File: src/rtl/hamming_secded_serial_decoder.sv
// Serial Hamming / SECDED decoder: collects one codeword bit per accepted cycle,
// corrects single errors, flags uncorrectable ones and keeps saturating error counts.
module hamming_secded_serial_decoder #(
    parameter int DATA_W = 4,
    parameter int SECDED = 1,
    parameter int CNT_W  = 8,
    localparam int P   = (DATA_W <= 1)  ? 2 :
                         (DATA_W <= 4)  ? 3 :
                         (DATA_W <= 11) ? 4 :
                         (DATA_W <= 26) ? 5 : 6,
    localparam int N_H = DATA_W + P,
    localparam int N   = N_H + SECDED
) (
    input  logic              clk,
    input  logic              rst_n,
    input  logic              ena,
    input  logic              frame_clr,
    input  logic              in_valid,
    input  logic              in_bit,
    output logic              in_ready,
    output logic              out_valid,
    input  logic              out_ready,
    output logic [DATA_W-1:0] out_data,
    output logic              out_corrected,
    output logic              out_uncorrectable,
    output logic [P:0]        err_pos,
    output logic [CNT_W-1:0]  corr_cnt,
    output logic [CNT_W-1:0]  uerr_cnt,
    input  logic              cnt_clr
);

    localparam int IDX_W = $clog2(N + 1);
    localparam logic [IDX_W-1:0] LAST_IDX = IDX_W'(N - 1);

    typedef enum logic [1:0] {COLLECT, CHECK, HOLD} state_t;

    state_t             state;
    logic [IDX_W-1:0]   idx;
    logic [N-1:0]       cw;

    logic [P-1:0]       syn;
    logic               par;
    logic [N_H-1:0]     fixed;
    logic [DATA_W-1:0]  dec_data;
    logic               dec_corr;
    logic               dec_uncorr;
    logic [P:0]         dec_pos;
    int                 k;

    function automatic logic [CNT_W-1:0] sat_next(input logic [CNT_W-1:0] cur,
                                                  input logic inc, input logic clr);
        if (clr)
            return CNT_W'(inc);
        if (inc && (cur != '1))
            return cur + CNT_W'(1);
        return cur;
    endfunction

    assign in_ready = ena && (state == COLLECT);

    // Syndrome, overall parity and classification of the stored codeword.
    // A syndrome beyond N_H can only come from a shortened code and is never a single error.
    always_comb begin
        syn        = '0;
        par        = ^cw;
        fixed      = cw[N_H-1:0];
        dec_corr   = 1'b0;
        dec_uncorr = 1'b0;
        dec_pos    = '0;
        dec_data   = '0;
        k          = 0;
        for (int p = 1; p <= N_H; p++) begin
            if (cw[p-1])
                syn ^= P'(p);
        end
        if (SECDED != 0) begin
            if (syn == '0) begin
                if (par) begin
                    dec_corr = 1'b1;
                    dec_pos  = (P+1)'(N_H + 1);
                end
            end else if (par && (int'(syn) <= N_H)) begin
                dec_corr = 1'b1;
                dec_pos  = {1'b0, syn};
            end else begin
                dec_uncorr = 1'b1;
            end
        end else if (syn != '0) begin
            if (int'(syn) <= N_H) begin
                dec_corr = 1'b1;
                dec_pos  = {1'b0, syn};
            end else begin
                dec_uncorr = 1'b1;
            end
        end
        if (dec_corr && (syn != '0))
            fixed[int'(syn) - 1] = ~fixed[int'(syn) - 1];
        for (int p = 1; p <= N_H; p++) begin
            if ((p & (p - 1)) != 0) begin
                dec_data[k] = fixed[p-1];
                k = k + 1;
            end
        end
    end

    // Frame FSM; everything, including the counters, freezes while ena is low.
    always_ff @(posedge clk or negedge rst_n) begin
        if (!rst_n) begin
            state             <= COLLECT;
            idx               <= '0;
            cw                <= '0;
            out_valid         <= 1'b0;
            out_data          <= '0;
            out_corrected     <= 1'b0;
            out_uncorrectable <= 1'b0;
            err_pos           <= '0;
            corr_cnt          <= '0;
            uerr_cnt          <= '0;
        end else if (ena) begin
            corr_cnt <= sat_next(corr_cnt, (state == CHECK) && dec_corr, cnt_clr);
            uerr_cnt <= sat_next(uerr_cnt, (state == CHECK) && dec_uncorr, cnt_clr);
            case (state)
                COLLECT: begin
                    if (frame_clr) begin
                        idx <= '0;
                        cw  <= '0;
                    end else if (in_valid) begin
                        cw[idx] <= in_bit;
                        idx     <= idx + IDX_W'(1);
                        if (idx == LAST_IDX)
                            state <= CHECK;
                    end
                end
                CHECK: begin
                    out_data          <= dec_data;
                    out_corrected     <= dec_corr;
                    out_uncorrectable <= dec_uncorr;
                    err_pos           <= dec_pos;
                    out_valid         <= 1'b1;
                    state             <= HOLD;
                end
                HOLD: begin
                    if (out_ready) begin
                        out_valid <= 1'b0;
                        idx       <= '0;
                        state     <= COLLECT;
                    end
                end
                default: state <= COLLECT;
            endcase
        end
    end

endmodule

File: config.mk
export PLATFORM = sky130hd
export DESIGN_NAME = hamming_secded_serial_decoder
export DESIGN_NICKNAME = d
export VERILOG_FILES = /design/src/rtl/hamming_secded_serial_decoder.sv
export SDC_FILE = /design/constraint.sdc
export NUM_CORES = 1
export LEC_CHECK = 0
export CORE_MARGIN = 2
export CORE_UTILIZATION = 65
export CTS_BUF_LIST = sky130_fd_sc_hd__clkbuf_16
export CTS_CLUSTER_DIAMETER = 30
export CTS_CLUSTER_SIZE = 12
export DETAILED_ROUTE_END_ITERATION = 10
export DONT_BUFFER_PORTS = 1
export MAX_ROUTING_LAYER = met4
export PLACE_DENSITY = 0.81
export SYNTH_ARGS = -nofsm -noshare
export SYNTH_HDL_FRONTEND = slang
export SYNTH_SLANG_ARGS = --single-unit
File: constraint.sdc
create_clock -name clk -period 4.73 [get_ports clk]
set_clock_uncertainty 0.15 [all_clocks]
set_input_delay 0.946 -clock clk [delete_from_list [all_inputs] [get_ports clk]]
set_output_delay 0.946 -clock clk [all_outputs]
set_load 0.02 [all_outputs]
==> flow_summary.ini <==
[placed_design]
portBuffers = 0
place_inst = 321
post_detail_place_hpwl_um = 3866
placed_area_mm2 = 0.002499
globalplace.congestion = 0.8756

[cells_and_area]
multi_input_area_mm2 = 0.001350
syn_to_final_growth_pct = 5.147
finalNetCount = 294
final_cells = 328
post-route-cell-area_mm2 = 0.002633
final_layout_size_suffix_gt1_frac = 0.03571
antenna-diode-count = 0
sequential_standard_cell_area_mm2 = 0.001026
number_of_fill_cells = 288

[sta]
timing_max_transition_violations_final = 0
max_clock_freq_mhz = 349.5
worstMarginPinSlew_ns = 1.202
timing.final.setup_violations = 0
final_period_minus_worst_setup_slack_ns = 2.861
setup_tns_final_ns = 0
finalHoldViolations = 0
rsz0062_at_grt = false
timing.final.crit_share = 0.6049
max_slew_margin = 0.1926

[yosys]
synth_simple_gate_area_share = 0.2229
mappedNetlistArea_mm2 = 0.002504
synth-compound-area-share = 0.2194
synth-async-reset-ratio = 1.000
synthesis.nets = 301
synthMuxAreaShare = 0.01199
ys_ff_latch = 41
register_area_share_after_synthesis = 0.4098
syn-instance-count = 287
syn_area_per_cell_um2 = 8.724
post_synth_fa_ha_maj_area_fraction = 0.02999
synthXorXnorAreaFrac = 0.05447
synth_cell_types = 52
synth-edff-count = 0
synth-main-ff-cell = sky130_fd_sc_hd__dfrtp_1
warning_count_from_the_yosys_run = 0
main_combinational_cell_family_by_area_after_synthesis = simple AND/OR/NAND/NOR gates

[global_routing]
grt_overflow = 0
grt_first_pass_wirelength_um = 9873
maximum_number_of_pins_on_one_net_before_global_route_repair = 42
first_global_vias = 2041
grt_antenna_before_repair = 0
grt_util_all_layers = 0.2989

[routing]
wl_met3_um = 485
met2WireLength_um = 2706
detailroute.via_count = 2214
drt_first_iter_violations = 269
top_layer = met4
remaining_drc_errors = 0
number_of_antenna_violating_nets_in_the_routed_design = 0
wl_per_cell_um = 17.31
routedLengthMet1_um = 2444
drt_pass1_iterations = 5
viasPerCell = 6.750
finalWirelength_um = 5677

[floorplanning]
ioPinCount = 36
die_h_um = 66.06
starting_density_of_the_core = 0.6788
die_w_um = 66.06
placementRows = 22
fp.dieArea_mm2 = 0.004364
placeableCoreArea_mm2 = 0.003689

[clocking]
tritoncts = yes
clk_pin_slew_worst_paths_ns = 0.06
cts_buffer_depth = 2
cts_buffers = 5
post-cts-setup-buffers = 0
clockRootBuffer = sky130_fd_sc_hd__clkbuf_16
worstSkewPairLatency_ns = 0.28
cts.repair.resized = 0
cts.htree.levels = 2
ctsHoldBuffers = 0
clock-sinks = 41

[power]
total_power_mw = 1.086
ir_drop_mv = 0.2764
power_density_of_the_placed_cells_mw_per_mm2 = 412.6
power.leakage_nw = 1.098

[critical_path]
path_class = reg2reg
crit_path_start_kind = flop
worstSetupEndpointType = flop
worst-endpoint-arrival_ns = 2.83
crit_required_ns = 4.70
crit_fanout = 15
reg2regPathDepth = 9

[worst_hold_path]
hp-class = in2async

[run_status]
status = complete, no violations

[job]
maxCapViolCount = 0
synth_stat cells (all sizes together) (3+ instances only):
| master | n | share of area |
|---|---|---|
| dfrtp | 41 | 0.41 |
| nand2 | 35 | 0.052 |
| o21ai | 25 | 0.050 |
| nor2 | 19 | 0.028 |
| a21oi | 17 | 0.034 |
| inv | 16 | 0.024 |
| nand3 | 14 | 0.028 |
| clkbuf | 11 | 0.016 |
| xnor2 | 10 | 0.041 |
| nor4 | 7 | 0.017 |
| a211o | 6 | 0.021 |
| ha | 6 | 0.030 |
| nor3 | 6 | 0.012 |
| o311ai | 6 | 0.021 |
| nand4 | 5 | 0.012 |
| o31ai | 5 | 0.015 |
| a311oi | 4 | 0.014 |
| a311o | 3 | 0.012 |
| and3 | 3 | 0.0075 |
| buf | 3 | 0.0095 |
| mux2i | 3 | 0.012 |
| nand2b | 3 | 0.0075 |
| nor2b | 3 | 0.0075 |
| nor3b | 3 | 0.0090 |
| o211ai | 3 | 0.0090 |
| xor2 | 3 | 0.013 |
area by class of cell:
cell class | count | share of cell area
well taps | 48 | 0.02281
clock inverters | 2 | 0.002852
clock buffers | 5 | 0.04753
multi-input cells | 215 | 0.5128
flip-flops and latches | 41 | 0.3897
inverters | 17 | 0.02424
metrics by stage:
step	setup slack [ns]	hold slack [ns]	util
floorplan	2.089	0.3375	-
global placement	1.958	0.3690	0.6774
detailed placement	1.900	0.3785	0.6774
CTS	1.883	0.2080	0.7134
global route	1.575	0.2033	0.7137
finish	1.869	0.2099	0.7137
routing by layer:
metal  vias up  track usage
met5         -            -
met4         0      0.05867
met3         4      0.07666
met2       111       0.4508
met1      1052       0.4136
li1       1047            -
sequential cells by signal, indices dropped and copies added (netlist names):
register           flops
idx                    4
out_corrected          1
cw                     8
out_valid              1
out_data               4
err_pos                4
corr_cnt               8
out_uncorrectable      1
state                  2
uerr_cnt               8
layout by cell type, fill, tap and decap left out, types with 7 or more instances in the layout:
cell type,n
sky130_fd_sc_hd__nor2_1,19
sky130_fd_sc_hd__nand3_1,14
sky130_fd_sc_hd__o21ai_0,23
sky130_fd_sc_hd__a21oi_1,17
sky130_fd_sc_hd__xnor2_1,8
sky130_fd_sc_hd__nand2_1,35
sky130_fd_sc_hd__dfrtp_1,41
sky130_fd_sc_hd__nor4_1,7
sky130_fd_sc_hd__inv_1,17
worst max-delay path, cell delays in order (launching register included):
cell	delay [ns]
sky130_fd_sc_hd__dfrtp_1	0.45
sky130_fd_sc_hd__xor2_1	0.18
sky130_fd_sc_hd__xnor2_1	0.14
sky130_fd_sc_hd__ha_1	0.36
sky130_fd_sc_hd__and2_1	0.17
sky130_fd_sc_hd__ha_1	0.38
sky130_fd_sc_hd__nand2b_1	0.22
sky130_fd_sc_hd__nor4_1	0.34
sky130_fd_sc_hd__mux2i_1	0.23
sky130_fd_sc_hd__o21ai_0	0.09
final timing paths:
path | startpoint | endpoint | slack (ns)
max in group asynchronous | rst_n | state[1] | 4.12
hold / removal | rst_n | corr_cnt[2] | 0.21
setup / recovery | cw[4] | out_data[2] | 1.87
hold reg to reg | idx[3] | state[0] | 0.40
setup reg to reg | cw[4] | out_data[2] | 1.87
min in group clk | idx[3] | state[0] | 0.40
power by group:
group | switching (mW) | total (mW) | internal, mW
Clock | 0.124 | 0.312 | 0.189
Sequential | 0.0626 | 0.443 | 0.381
Combinational | 0.229 | 0.331 | 0.102
logic make-up (layout without fill, tap and decap cells):
logic type	count (synthesis)	count (layout)
muxes	3	3
AOI/OAI and AO/OA	82	82
and+or+nand+nor	111	111
adders and majority gates	6	6
xor gates and xnor gates	13	13
DFF	41	41
buffers and inverters	31	24
No activity file was read; power rests on OpenSTA's default activity.
